**config.mk**
```make
export PLATFORM = sky130hd
export DESIGN_NAME = pipelined_cla_adder
export DESIGN_NICKNAME = d
export VERILOG_FILES = /design/src/rtl/pipelined_cla_adder.sv
export SDC_FILE = /design/constraint.sdc
export NUM_CORES = 1
export LEC_CHECK = 0
export BUFFER_PORTS_ARGS = -buffer_cell sky130_fd_sc_hd__buf_2
export CORE_UTILIZATION = 58
export CTS_CLUSTER_DIAMETER = 30
export DETAILED_ROUTE_END_ITERATION = 6
export PLACE_DENSITY = 0.86
export SKIP_CTS_REPAIR_TIMING = 1
export SLEW_MARGIN = 15
export SYNTH_ARGS = -nofsm -noshare
export SYNTH_HDL_FRONTEND = slang
export SYNTH_SLANG_ARGS = --single-unit
```
**constraint.sdc**
```tcl
create_clock -name clk -period 4.45 [get_ports clk]
set_input_delay 0.2225 -clock clk [delete_from_list [all_inputs] [get_ports clk]]
set_output_delay 0.2225 -clock clk [all_outputs]
set_load 0.005 [all_outputs]
```
**src/rtl/pipelined_cla_adder.sv**
```systemverilog
// Pipelined carry-lookahead add/subtract unit with valid/ready on both sides.
// Each stage finishes one slice; operands and partial sums are skewed to match.
module pipelined_cla_adder #(
  parameter int WIDTH = 16,
  parameter int GROUP = 4,
  parameter int GPS   = 2
) (
  input  logic             clk,
  input  logic             rst,
  input  logic             in_valid,
  output logic             in_ready,
  input  logic [WIDTH-1:0] a,
  input  logic [WIDTH-1:0] b,
  input  logic             cin,
  input  logic             sub,
  output logic             out_valid,
  input  logic             out_ready,
  output logic [WIDTH-1:0] s,
  output logic             cout,
  output logic             ovf
);

  localparam int SW     = GROUP * GPS;
  localparam int STAGES = WIDTH / SW;

  if ((WIDTH % SW) != 0 || WIDTH < SW) begin : g_bad_params
    $error("WIDTH must be a multiple of GROUP*GPS");
  end

  logic              adv;
  logic [STAGES-1:0] v_q;
  logic [STAGES-1:0] c_q;
  logic [STAGES-1:0] co_d;
  logic              ovf_q;
  logic              ovf_d;

  assign adv       = !v_q[STAGES-1] | out_ready;
  assign in_ready  = adv;
  assign out_valid = v_q[STAGES-1];
  assign cout      = c_q[STAGES-1];
  assign ovf       = ovf_q;

  function automatic logic [GROUP:0] cla(
    input logic [GROUP-1:0] p,
    input logic [GROUP-1:0] g,
    input logic             c0
  );
    logic [GROUP:0] c;
    logic           t;
    c    = '0;
    c[0] = c0;
    for (int i = 0; i < GROUP; i++) begin
      t = c0;
      for (int n = 0; n <= i; n++) t = t & p[n];
      c[i+1] = t;
      for (int m = 0; m <= i; m++) begin
        t = g[m];
        for (int n = m + 1; n <= i; n++) t = t & p[n];
        c[i+1] = c[i+1] | t;
      end
    end
    return c;
  endfunction

  // valid shift chain, inter-stage carries and the overflow flag
  always_ff @(posedge clk or posedge rst) begin
    if (rst) begin
      v_q   <= '0;
      c_q   <= '0;
      ovf_q <= 1'b0;
    end else if (adv) begin
      for (int j = STAGES - 1; j > 0; j--) v_q[j] <= v_q[j-1];
      v_q[0] <= in_valid;
      c_q    <= co_d;
      ovf_q  <= ovf_d;
    end
  end

  for (genvar k = 0; k < STAGES; k++) begin : g_slice
    logic [SW-1:0] av;
    logic [SW-1:0] bv;
    logic [SW-1:0] sv;
    logic [SW-1:0] p;
    logic [SW-1:0] g;
    logic          ci;
    logic          co;
    logic [SW-1:0] sd_q [STAGES-k];

    if (k == 0) begin : g_head
      assign av = a[SW-1:0];
      assign bv = b[SW-1:0] ^ {SW{sub}};
      assign ci = sub | cin;
    end else begin : g_skew
      logic [SW-1:0] ad_q [k];
      logic [SW-1:0] bd_q [k];

      // hold this slice's operands until its stage comes up
      always_ff @(posedge clk or posedge rst) begin
        if (rst) begin
          for (int i = 0; i < k; i++) begin
            ad_q[i] <= '0;
            bd_q[i] <= '0;
          end
        end else if (adv) begin
          ad_q[0] <= a[k*SW +: SW];
          bd_q[0] <= b[k*SW +: SW] ^ {SW{sub}};
          for (int i = 1; i < k; i++) begin
            ad_q[i] <= ad_q[i-1];
            bd_q[i] <= bd_q[i-1];
          end
        end
      end

      assign av = ad_q[k-1];
      assign bv = bd_q[k-1];
      assign ci = c_q[k-1];
    end

    assign p = av ^ bv;
    assign g = av & bv;

    // lookahead inside each group, group carries rippled across the slice
    always_comb begin
      logic [GROUP:0] cv;
      logic           cc;
      cv = '0;
      cc = ci;
      sv = '0;
      for (int n = 0; n < GPS; n++) begin
        cv = cla(p[n*GROUP +: GROUP], g[n*GROUP +: GROUP], cc);
        sv[n*GROUP +: GROUP] = p[n*GROUP +: GROUP] ^ cv[GROUP-1:0];
        cc = cv[GROUP];
      end
      co = cc;
    end

    // finished slice waits here until the upper slices catch up
    always_ff @(posedge clk or posedge rst) begin
      if (rst) begin
        for (int i = 0; i < STAGES - k; i++) sd_q[i] <= '0;
      end else if (adv) begin
        sd_q[0] <= sv;
        for (int i = 1; i < STAGES - k; i++) sd_q[i] <= sd_q[i-1];
      end
    end

    assign s[k*SW +: SW] = sd_q[STAGES-k-1];
    assign co_d[k]       = co;

    if (k == STAGES - 1) begin : g_tail
      assign ovf_d = co ^ av[SW-1] ^ bv[SW-1] ^ sv[SW-1];
    end
  end

endmodule

```
# --- Word-level counts from Yosys, hierarchy flattened ---
# Index checks and enable logic that the tools add are counted.
classes:
  n_bitwise: 95
  reduce_logical: 1
op_table:
  columns: ["cell", "n"]
  rows:
  - ["OR 1 bit", 42]
  - ["AND 1 bit", 40]
  - ["bitwise XOR 8 bit", 4]
  - ["AND 8 bit", 2]
  - ["bitwise XOR 4 bit", 4]
  - ["bitwise XOR 1 bit", 3]
  - ["logical NOT 1 bit", 1]
totals:
  regBits: 45

# --- Logic depth before layout (Yosys ltp) ---
depth:
  depth_word: 20
  mapped_depth: 14
  depth_no_buf: 12

# --- Worst setup path before layout ---
# OpenSTA, ideal clock, no wires.
synth_timing:
  kind: "input port to flip-flop"
  from: "in sub"
  to: "reg c_q[0]"
  path_buffers: 2
  required_time_ps: 4323
  path_slack_ps: 1668
  cell_stages: 14
  arrival_time_ps: 2655
  cell_sequence: "buf_2 buf_4 xor2_1 ha_1 ha_1 o21a_1 o21a_1 o21ai_0 nand2b_1 ha_1 o21ai_0 a21oi_1 a211oi_1 a21oi_1"
synth_between:
  elab_chain_len: 18
  word_cells_on_any_way: 32
  cone_classes: "bitwise (32)"
synth_lines:
  columns: ["element", "line", "text"]
  rows:
  - ["from (decl)", "15", "input logic sub,"]
  - ["bitwise XOR 8 bit", "91", "assign bv = b[SW-1:0] ^ {SW{sub}};"]
  - ["bitwise XOR 8 bit", "119", "assign p = av ^ bv;"]
  - ["AND 1 bit (4 in a row)", "54", "for (int n = 0; n <= i; n++) t = t & p[n];"]
  - ["OR 1 bit (4 in a row)", "59", "c[i+1] = c[i+1] | t;"]
  - ["AND 1 bit (4 in a row)", "54", null]
  - ["OR 1 bit (3 in a row)", "59", null]
  - ["OR 1 bit *", "59", null]
  - ["to (signal assigned)", "74", "c_q <= co_d;"]
  - ["to (decl)", "32", "logic [STAGES-1:0] c_q;"]
# Mark *: on every way between the ends. The rest lies on a longest branch, timed or not.
# A chain may end at the register's enable or synchronous reset.

# --- Worst setup path in the final report ---
layout_timing:
  from: "reg g_slice[1].g_skew.ad_q, in the netlist g_slice[1].av[0]"
  to: "reg ovf_q, in the netlist ovf"
layout_between:
  elab_chain_len: 20
  word_cells_on_any_way: 28
  cone_classes: "bitwise (28)"
layout_lines:
  columns: ["element", "line", "text"]
  rows:
  - ["from (decl)", "94", "logic [SW-1:0] ad_q [k];"]
  - ["from (signal, indexed assignment)", "108", "ad_q[i] <= ad_q[i-1];"]
  - ["bitwise XOR 8 bit", "119", null]
  - ["AND 1 bit (4 in a row)", "54", null]
  - ["OR 1 bit * (4 in a row)", "59", null]
  - ["AND 1 bit * (3 in a row)", "54", null]
  - ["AND 1 bit", "54", null]
  - ["OR 1 bit (4 in a row)", "59", null]
  - ["bitwise XOR 1 bit (2 in a row)", "151", "assign ovf_d = co ^ av[SW-1] ^ bv[SW-1] ^ sv[SW-1];"]
  - ["bitwise XOR 1 bit *", "151", null]
  - ["to (signal assigned)", "75", "ovf_q <= ovf_d;"]
  - ["to (decl)", "34", "logic ovf_q;"]
# Marks and branches as above.

==> impl_metrics.tcl <==
set metrics [dict create \
    outcome "completed" \
    critPathTopFamily "compound AO/OA/AOI/OAI gates" \
    place_congestion 0.764 \
    endpoint_kind "flip-flop" \
    crit_buf_inv 0 \
    cp_max_fo 4 \
    cts_buffer_depth 2 \
    via_count 1906 \
    p_leak_uw 0.00147 \
    grt_pass1_vias 1775 \
    root_buffer "clkbuf_8" \
    drive_gt1_share_pct 22.3 \
    wl_per_cell_um 12.7 \
    die_area_sq_mm 0.00465 \
    intPower_uw 830 \
    p_comb_share_pct 33.9 \
    final_min_period_over_clock_period_pct 68.0 \
    die_w_um 68.2 \
    grt_antenna_before_repair 0 \
    setup_viol 0 \
    vias_per_cell 5.18 \
    drc 0 \
    syn_area_per_cell_sq_um 9.37 \
    cpMaxStageDelayCell "dfrtp_1" \
    path_clk_slew_ps 80 \
    core-area_sq_mm 0.00412 \
    crit_top_cell "ha_1" \
    tns_ps 0 \
    max_slew.worst_pin.slew_ps 931 \
    detail-route-antenna-nets 0 \
    ys_seq_area_share_pct 44.3 \
    clockPowerShare_pct 19.4 \
    grt_pass1_wl_mm 7.51 \
    fin_nets 379 \
    cts_tree "yes" \
    sw_frac_of_total_pct 33.4 \
    cts_buffers 5 \
    startpoint_type "flip-flop" \
    fmax_ghz 0.331 \
    slew_violations 0 \
    synth_cell_types 35 \
    synth_nets 333 \
    dr.pass1.iters 4 \
    relSlewSlack_pct 37.9 \
    area_growth_pct 12.9 \
    grt_usage_pct 22.6 \
    htreeDepth 2 \
    port_buffers 57 \
    required_ps 4690 \
    initial_core_util_pct 61.7 \
    power_switching_uw 417 \
    finalCriticalPeriod_ps 3020 \
    row_count 23 \
    grt_overflow 0 \
    drt-total-wl_mm 4.67 \
    ir_drop_mv 0.183 \
    die_h_um 68.2 \
    powerDensity_mw_per_mm2 435 \
    boundaryPins 58 \
    synthCells 271 \
    drt-initial-drc-count 64 \
    finalPower_uw 1250 \
    fillers 327 \
    clock_latency_ps 300 \
    synth-seq-cells 45 \
    cp_cell_sequence "ha_1 > ha_1 > o21a_1 > o21ai_0 > a21oi_1 > or2_2 > ha_1 > o211ai_1 > and2_0 > mux2_2 > nand3_1" \
    netlist_area_sq_mm 0.00254 \
    p_seq_share_pct 46.7 \
    maxCapViolations 0 \
    grt_max_degree 49 \
    fin_skew_ps 5.63 \
    criticalPathCategory "flip-flop to flip-flop" \
    dp_hpwl_mm 3.33 \
    rsz0062_at_grt "no" \
    diodes 0 \
    yosys_warnings 0 \
    finalHoldViolations 0 \
    hp-class "input port to flip-flop" \
    slowest_delay_ps 390 \
    crit_arrival_ps 3260 \
    cts_sinks 45 \
]
[sequential cells by signal, indices dropped and copies added (netlist names)]
| signal | flops |
|---|---|
| g_slice.sd_q | 16 |
| g_slice.av | 8 |
| g_slice.bv | 8 |
| s | 8 |
| c_q | 2 |
| v_q | 2 |
| ovf | 1 |
[power groups by stage]
stage,combinational (uW),clock (uW),sequential [uW]
global placement,407,0,589
global route,488,261,599
CTS,428,248,583
detailed placement,424,0,591
floorplan,310,0,587
finish,423,242,582
[logic make-up (layout without fill, tap and decap cells)]
family	Yosys count	after routing	synth area share, %
adders and majority gates	24	24	13.0
buffers and inverters	33	80	6.70
and+or+nand+nor	99	99	16.7
AOI/OAI and AO/OA	44	44	10.2
DFF	45	45	44.3
muxes	1	1	0.443
xor gates and xnor gates	25	25	8.62
[per-layer routing]
layer,global-route usage [%],part of all wire (%)
met1,26.7,45
met2,38.8,49
met3,4.67,3.4
met4,10.7,2.5
met5,0,0
[cells in the mapped netlist (all sizes together)]
cell type  instances  area [sq um]
a211oi             2          15.0
nand2b             4          25.0
o41ai              1          8.76
mux2               1          11.3
o21a               3          22.5
or2                2          12.5
a31oi              1          6.26
dfrtp             45          1130
a21o               1          7.51
clkbuf             1          3.75
nor4b              1          8.76
or3                2          12.5
o21ai             15          75.1
a31o               1          8.76
a2111oi            2          17.5
ha                20           250
and3               3          18.8
buf               19           118
nand2             65           244
nand3              2          10.0
nor3               1          5.00
xor2              13           114
a21oi             15          75.1
nor2              13          48.8
inv               13          48.8
o31ai              2          15.0
nand4              1          6.26
o211ai             1          7.51
xnor2             12           105
nand3b             1          7.51
fa                 4          80.1
and2               2          12.5
nor2b              2          12.5
[cell usage in the layout (no fill, tap or decap)]
master and count:
buf_2 57, and3_1 3, nand2b_1 4, nand3b_1 1
xnor2_1 12, o21ai_0 15, nand3_1 2, a21o_1 1
and2_0 1, o21a_1 3, nor2b_1 1, a31oi_1 1
nor3_1 1, o41ai_1 1, inv_1 12, nor4b_1 1
inv_2 1, clkbuf_1 1, and2_1 1, a31o_1 1
a21oi_1 15, fa_1 4, ha_1 20, clkinv_2 2
mux2_2 1, o211ai_1 1, or2_2 2, nand2_1 65
a2111oi_0 2, xor2_1 13, buf_4 2, nand4_1 1
nor2b_2 1, dfrtp_1 45, o31ai_1 2, or3_1 2
a211oi_1 2, nor2_1 13, clkbuf_8 5
[worst register-to-register path: cells and delay by family, from the launching register on]
family / cells / cell delay, ps
compound gates: 4 / 820
simple gates: 3 / 690
mux: 1 / 370
flops: 1 / 390
fa+ha+maj: 3 / 690
[area by class of cell]
cell class	count	area, sq um	area share (%)
clock buffers	6	72.6	2.53
multi-input cells	193	1250	43.5
repair buffers	59	300	10.5
inverters	13	48.8	1.70
flip-flops and latches	45	1130	39.3
well taps	50	62.6	2.18
clock inverters	2	10.0	0.349
[worst paths after layout]
kind / from / endpoint / slack (ps) / depth (start not counted)
max in group asynchronous: rst / g_slice[1].av[4]$_DFFE_PP0P_ / 3750 / 2
worst max-delay path: g_slice[1].av[0]$_DFFE_PP0P_ / ovf$_DFFE_PP0P_ / 1430 / 11
min in group asynchronous: rst / s[4]$_DFFE_PP0P_ / 130 / 2
worst max register to register: g_slice[1].av[0]$_DFFE_PP0P_ / ovf$_DFFE_PP0P_ / 1430 / 11
worst min-delay path: a[10] / g_slice[1].av[2]$_DFFE_PP0P_ / 120 / 3
worst min register to register: s[5]$_DFFE_PP0P_ / s[5]$_DFFE_PP0P_ / 470 / 2
[metrics by stage]
step	hold WS, ps	util (%)	area, sq um	std cells	setup slack (ps)
after floorplan	335	-	2540	271	1670
after global placement	421	67.6	2780	360	1520
after detailed placement	423	67.6	2780	360	1400
after CTS	114	69.7	2870	368	1420
after global routing	129	69.7	2870	368	1270
final	117	69.7	2870	368	1430
(Power assumes the default switching activity.)
